## config.mk

```make
export PLATFORM = sky130hd
export DESIGN_NAME = mem_bus_arbiter
export DESIGN_NICKNAME = d
export VERILOG_FILES = /design/src/rtl/mem_bus_arbiter.sv
export SDC_FILE = /design/constraint.sdc
export NUM_CORES = 1
export LEC_CHECK = 0
export BUFFER_PORTS_ARGS = -buffer_cell sky130_fd_sc_hd__buf_2
export CAP_MARGIN = 10
export CORE_AREA = 2 2 82 162
export CTS_CLUSTER_DIAMETER = 120
export DETAILED_ROUTE_END_ITERATION = 6
export DIE_AREA = 0 0 84 164
export PLACE_DENSITY = 0.82
export SLEW_MARGIN = 10
export SYNTH_ARGS = -nofsm -noshare
export SYNTH_HDL_FRONTEND = slang
export SYNTH_SLANG_ARGS = --single-unit
```

## constraint.sdc

```tcl
create_clock -name clock -period 2.2 [get_ports clock]
set_input_delay 0.11 -clock clock [delete_from_list [all_inputs] [get_ports clock]]
set_output_delay 0.11 -clock clock [all_outputs]
set_load 0.02 [all_outputs]
```

## src/rtl/mem_bus_arbiter.sv

```systemverilog
// mem_bus_arbiter
//   Shares one block-wide data-memory port between the instruction cache
//   (read-only refills) and the data cache (write-backs and refills).
//   One requester's transaction is latched, driven onto the memory port until
//   the memory completes it, the block is returned, and the requester is
//   released for exactly one cycle. Contention is resolved round-robin and a
//   watchdog aborts a transaction whose memory never finishes.
//
// Ports
//   clock, reset          system clock, asynchronous active-low reset
//   i_read, i_address     icache refill request and block address
//   i_readdata            block returned to the icache (registered)
//   i_busywait            icache stall (combinational)
//   d_read, d_write       dcache refill / write-back request (write wins if both)
//   d_address, d_writedata dcache block address and write-back block
//   d_readdata            block returned to the dcache (registered)
//   d_busywait            dcache stall (combinational)
//   mem_read, mem_write   memory strobes (registered, never both high)
//   mem_address           memory block address (registered)
//   mem_writedata         memory write block (registered)
//   mem_readdata          memory read block
//   mem_busywait          memory stall
//   timeout_err           sticky watchdog flag, cleared only by reset
module mem_bus_arbiter #(
    parameter int unsigned ADDR_W  = 6,
    parameter int unsigned DATA_W  = 32,
    parameter int unsigned TIMEOUT = 255
) (
    input  logic              clock,
    input  logic              reset,
    input  logic              i_read,
    input  logic [ADDR_W-1:0] i_address,
    output logic [DATA_W-1:0] i_readdata,
    output logic              i_busywait,
    input  logic              d_read,
    input  logic              d_write,
    input  logic [ADDR_W-1:0] d_address,
    input  logic [DATA_W-1:0] d_writedata,
    output logic [DATA_W-1:0] d_readdata,
    output logic              d_busywait,
    output logic              mem_read,
    output logic              mem_write,
    output logic [ADDR_W-1:0] mem_address,
    output logic [DATA_W-1:0] mem_writedata,
    input  logic [DATA_W-1:0] mem_readdata,
    input  logic              mem_busywait,
    output logic              timeout_err
);

    localparam int unsigned WD_W = 8;
    // Watchdog value at which the next busy cycle makes wd reach TIMEOUT.
    localparam logic [WD_W-1:0] WD_LAST = WD_W'(TIMEOUT - 1);

    typedef enum logic [1:0] {
        IDLE  = 2'd0,
        GNT_I = 2'd1,
        GNT_D = 2'd2,
        RESP  = 2'd3
    } state_t;

    typedef enum logic {
        OWN_I = 1'b0,
        OWN_D = 1'b1
    } owner_t;

    // Current registered state
    state_t            state;
    owner_t            owner;
    owner_t            last_grant;
    logic              seen_busy;
    logic [WD_W-1:0]   wd;

    // Next-state values
    state_t            state_nxt;
    owner_t            owner_nxt;
    owner_t            last_grant_nxt;
    logic              seen_busy_nxt;
    logic [WD_W-1:0]   wd_nxt;
    logic              mem_read_nxt;
    logic              mem_write_nxt;
    logic [ADDR_W-1:0] mem_address_nxt;
    logic [DATA_W-1:0] mem_writedata_nxt;
    logic [DATA_W-1:0] i_readdata_nxt;
    logic [DATA_W-1:0] d_readdata_nxt;
    logic              timeout_err_nxt;

    // Request decode and round-robin choice
    logic i_req;
    logic d_req;
    logic grant_d;

    assign i_req = i_read;
    assign d_req = d_read | d_write;

    // The dcache wins when it is alone or when the icache was served last.
    assign grant_d = d_req & (~i_req | (last_grant == OWN_I));

    // Release the owner only during its single response cycle.
    assign i_busywait = i_req & ~((state == RESP) & (owner == OWN_I));
    assign d_busywait = d_req & ~((state == RESP) & (owner == OWN_D));

    // State and datapath registers
    always_ff @(posedge clock or negedge reset) begin
        if (!reset) begin
            state         <= IDLE;
            owner         <= OWN_I;
            last_grant    <= OWN_D;
            seen_busy     <= 1'b0;
            wd            <= '0;
            mem_read      <= 1'b0;
            mem_write     <= 1'b0;
            mem_address   <= '0;
            mem_writedata <= '0;
            i_readdata    <= '0;
            d_readdata    <= '0;
            timeout_err   <= 1'b0;
        end else begin
            state         <= state_nxt;
            owner         <= owner_nxt;
            last_grant    <= last_grant_nxt;
            seen_busy     <= seen_busy_nxt;
            wd            <= wd_nxt;
            mem_read      <= mem_read_nxt;
            mem_write     <= mem_write_nxt;
            mem_address   <= mem_address_nxt;
            mem_writedata <= mem_writedata_nxt;
            i_readdata    <= i_readdata_nxt;
            d_readdata    <= d_readdata_nxt;
            timeout_err   <= timeout_err_nxt;
        end
    end

    // Next-state and registered-output logic
    always_comb begin
        state_nxt         = state;
        owner_nxt         = owner;
        last_grant_nxt    = last_grant;
        seen_busy_nxt     = seen_busy;
        wd_nxt            = wd;
        mem_read_nxt      = mem_read;
        mem_write_nxt     = mem_write;
        mem_address_nxt   = mem_address;
        mem_writedata_nxt = mem_writedata;
        i_readdata_nxt    = i_readdata;
        d_readdata_nxt    = d_readdata;
        timeout_err_nxt   = timeout_err;

        case (state)
            IDLE: begin
                if (i_req | d_req) begin
                    seen_busy_nxt = 1'b0;
                    wd_nxt        = '0;
                    if (grant_d) begin
                        // A simultaneous read and write request is a write-back.
                        owner_nxt         = OWN_D;
                        mem_read_nxt      = ~d_write;
                        mem_write_nxt     = d_write;
                        mem_address_nxt   = d_address;
                        mem_writedata_nxt = d_writedata;
                        state_nxt         = GNT_D;
                    end else begin
                        owner_nxt         = OWN_I;
                        mem_read_nxt      = 1'b1;
                        mem_write_nxt     = 1'b0;
                        mem_address_nxt   = i_address;
                        mem_writedata_nxt = '0;
                        state_nxt         = GNT_I;
                    end
                end
            end

            GNT_I, GNT_D: begin
                if (mem_busywait) begin
                    seen_busy_nxt = 1'b1;
                    if (wd == WD_LAST) begin
                        // Memory hung: abort and hand back an all-zero block.
                        wd_nxt          = WD_W'(TIMEOUT);
                        mem_read_nxt    = 1'b0;
                        mem_write_nxt   = 1'b0;
                        timeout_err_nxt = 1'b1;
                        if (owner == OWN_D) begin
                            d_readdata_nxt = '0;
                        end else begin
                            i_readdata_nxt = '0;
                        end
                        state_nxt = RESP;
                    end else begin
                        wd_nxt = wd + WD_W'(1);
                    end
                end else if (seen_busy) begin
                    // Completion only counts after memory has acknowledged with busy.
                    mem_read_nxt  = 1'b0;
                    mem_write_nxt = 1'b0;
                    if (mem_read) begin
                        if (owner == OWN_D) begin
                            d_readdata_nxt = mem_readdata;
                        end else begin
                            i_readdata_nxt = mem_readdata;
                        end
                    end
                    last_grant_nxt = owner;
                    state_nxt      = RESP;
                end
            end

            // One cycle with no arbitration so a stale request is never re-granted.
            RESP: begin
                state_nxt = IDLE;
            end

            default: begin
                state_nxt = IDLE;
            end
        endcase
    end

endmodule
```

==> results.py <==
metrics = {
    "power_and_ir_drop": {
        "p_per_area_nw_per_um2": 1540,
        "finalPower_mw": 11.6,
        "vdd_drop_max_v": 0.00112,
        "p_leak_nw": 3.43,
    },
    "critical_path": {
        "cpPeakStageDelay_ns": 0.47,
        "crit_buf_inv": 1,
        "rr_endpoint": "wd[5]$_DFFE_PN0P_",
        "slowest_stage": "or3_1",
        "reg2reg_depth": 6,
        "cp.required_ns": 2.48,
        "cp_cell_sequence": "inv_1 -> ha_1 -> nor2b_1 -> or3_1 -> a21o_1 -> a22o_1",
        "reg2reg_slack_ns": 0.17,
        "worstPathArrival_ns": 2.32,
        "worst-setup-path-type": "flop to flop",
        "worstSetupStartpoint": "state[0]$_DFFE_PN0P_",
        "path_max_fanout": 10,
        "cp-end-kind": "flop",
        "worstSetupStartpointType": "flop",
        "r2r_start": "state[0]$_DFFE_PN0P_",
        "crit_family": "simple AND/OR/NAND/NOR gates",
    },
    "global_route": {
        "grt_pass1_vias": 5232,
        "grtUsageTotal": 0.234,
        "grt_max_degree": 68,
        "grt_pass1_wl_microns": 25900,
        "antenna_found_initial": 0,
        "overflow": 0,
    },
    "timing": {
        "drv_slew": 0,
        "post-route-min-period_ns": 2.03,
        "max_freq_mhz": 492,
        "clock_skew_ns": 0.00775,
        "worst_pin_slew_ns": 0.505,
        "relSlewSlack": 0.663,
        "finalSetupTns_ns": 0,
        "rsz0062_at_grt": "no",
        "holdWs_ns": 0.0187,
        "hold_viol": 0,
        "fin_crit_sh": 0.924,
        "setup_viol": 0,
    },
    "die": {
        "die-area_sq_um": 13800,
        "die_h_microns": 164,
        "core_sq_um": 12600,
        "placementRows": 58,
        "pin_count": 189,
        "chipWidth_microns": 84,
        "start_util": 0.436,
    },
    "clock_network": {
        "cts_tree": "built",
        "clockRootBuffer": "clkbuf_16",
        "cts_buffers": 17,
        "cts.htree.levels": 4,
        "clock_latency_ns": 0.40,
        "clock_path_buffers": 2,
        "clock_sinks": 118,
        "cts_setup_buffers": 0,
        "cts_resized": 0,
        "ctsHoldBuffers": 36,
        "clkTransAtPathRegs_ns": 0.05,
    },
    "layout": {
        "multiInputGateArea_sq_um": 2290,
        "regArea_sq_um": 2960,
        "fillCellCount": 1029,
        "fin_area_sq_um": 7570,
        "num-nets-final": 796,
        "antenna_cells": 0,
        "area_growth_pct": 38.2,
        "layout-drive-gt1-share": 0.334,
    },
    "synth": {
        "yosys_register_bits": 118,
        "syn_inst": 496,
        "syn_area_sq_um": 5480,
        "synth.top_cells.by_count": "dfrtp_1, nor2b_1, o2bb2ai_1",
        "avgSynthCellArea_sq_um": 11.0,
        "synth_nets": 582,
        "async_flop_share": 1.00,
        "synth_top_area_frac": 0.535,
        "post-synth-top-count-cell": "dfrtp_1",
        "synth_edf_count": 0,
        "yosysUniqueCellTypes": 42,
        "ys_top_cells_by_area": "dfrtp_1, o2bb2ai_1, nor2b_1",
        "synth_top_cell_by_area": "dfrtp_1",
        "synth-main-ff-cell": "dfrtp_1",
        "yosys_warnings": 0,
        "ys_seq_area_frac": 0.539,
    },
    "place": {
        "portBuffers": 188,
        "dp_hpwl_microns": 10300,
        "gp_congestion": 0.834,
        "placed_area_sq_um": 6540,
    },
    "worst_hold_path": {
        "hold_start": "i_address[5]",
        "min_path_type": "primary input to flop",
        "hold_path_depth": 3,
        "holdPathEnd": "mem_address[5]$_DFFE_PN0P_",
    },
    "drt": {
        "wl_microns": 15900,
        "vias_per_cell": 5.72,
        "dr_total_vias": 4989,
        "drt_iter0_markers": 215,
        "dr.pass1.iters": 4,
        "drtAntennaViolNets": 0,
        "route.detailed.drc": 0,
        "routedWlPerCell_microns": 18.3,
    },
    "job": {
        "drv_cap": 0,
    },
    "status": {
        "status": "completed",
    },
}
-- layout make-up --
class                   instances  share of cell area
multi-input cells             327               0.302
well taps                     150              0.0248
clock inverters                 9              0.0228
repair buffers                239               0.193
clock buffers                  22              0.0627
inverters                       7             0.00347
flip-flops and latches        118               0.391
-- power by group --
group	switching (mW)	internal (mW)	total, mW
clock network	0.949	2.09	3.04
logic	2.98	2.05	5.03
registers	0.609	2.96	3.57
total	4.54	7.10	11.6
-- how the worst max path moves through the flow --
stage / endpoint / cells after the start
final: wd[5]$_DFFE_PN0P_ / 6
after global routing: i_readdata[2]$_DFFE_PN0P_ / 7
after CTS: wd[5]$_DFFE_PN0P_ / 6
after detailed placement: wd[5]$_DFFE_PN0P_ / 6
after global placement: wd[6]$_DFFE_PN0P_ / 6
after floorplan: wd[2]$_DFFE_PN0P_ / 8
-- registers in the layout (all words and copies together) (netlist names) --
signal         cells
d_readdata        32
i_readdata        32
mem_writedata     32
wd                 8
mem_address        6
state              2
last_grant         1
mem_read           1
mem_write          1
owner              1
seen_busy          1
timeout_err        1
-- layer usage --
metal / vias up / track usage / wire length (microns)
met4: 0 / 0.122 / 485
met2: 216 / 0.420 / 8690
met5: - / 0 / 0
li1: 2283 / - / -
met1: 2449 / 0.254 / 5880
met3: 41 / 0.0553 / 885
-- kinds of logic (layout without fill, tap and decap cells) --
kind of cell / Yosys count / count (layout) / synth area share
flip-flops: 118 / 118 / 0.539
multiplexers: 7 / 7 / 0.0128
adder cells (fa/ha/maj): 4 / 4 / 0.00914
buffers and inverters: 51 / 277 / 0.0448
AND/OR/NAND/NOR: 115 / 115 / 0.119
AO/OA/AOI/OAI: 201 / 201 / 0.275
-- cell usage in the layout (no fill, tap or decap), types with 7 or more instances in the layout --
master	synthesis	final
clkbuf_16	0	17
nor2_1	8	7
nor2b_1	65	65
mux2i_1	7	7
inv_1	7	7
a21oi_1	34	34
buf_2	16	187
buf_4	1	12
a31oi_1	33	33
dfrtp_1	117	116
nand2_1	25	25
a22o_1	34	34
o21ai_0	13	13
dlygate4sd3_1	0	36
o2bb2ai_1	65	65
-- tightest hold or removal path: stages --
cell and delay [ns]:
buf_2 0.08, mux2i_1 0.05, o21ai_0 0.14
-- stage by stage --
stage / setup slack [ns] / util / instances
2_1_floorplan: 0.369 / - / 496
3_3_place_gp: 0.248 / 0.521 / 804
3_5_place_dp: 0.207 / 0.521 / 804
4_1_cts: 0.187 / 0.601 / 871
5_1_grt: 0.0288 / 0.603 / 872
6_report: 0.167 / 0.603 / 872
No activity file was read; power rests on OpenSTA's default activity.
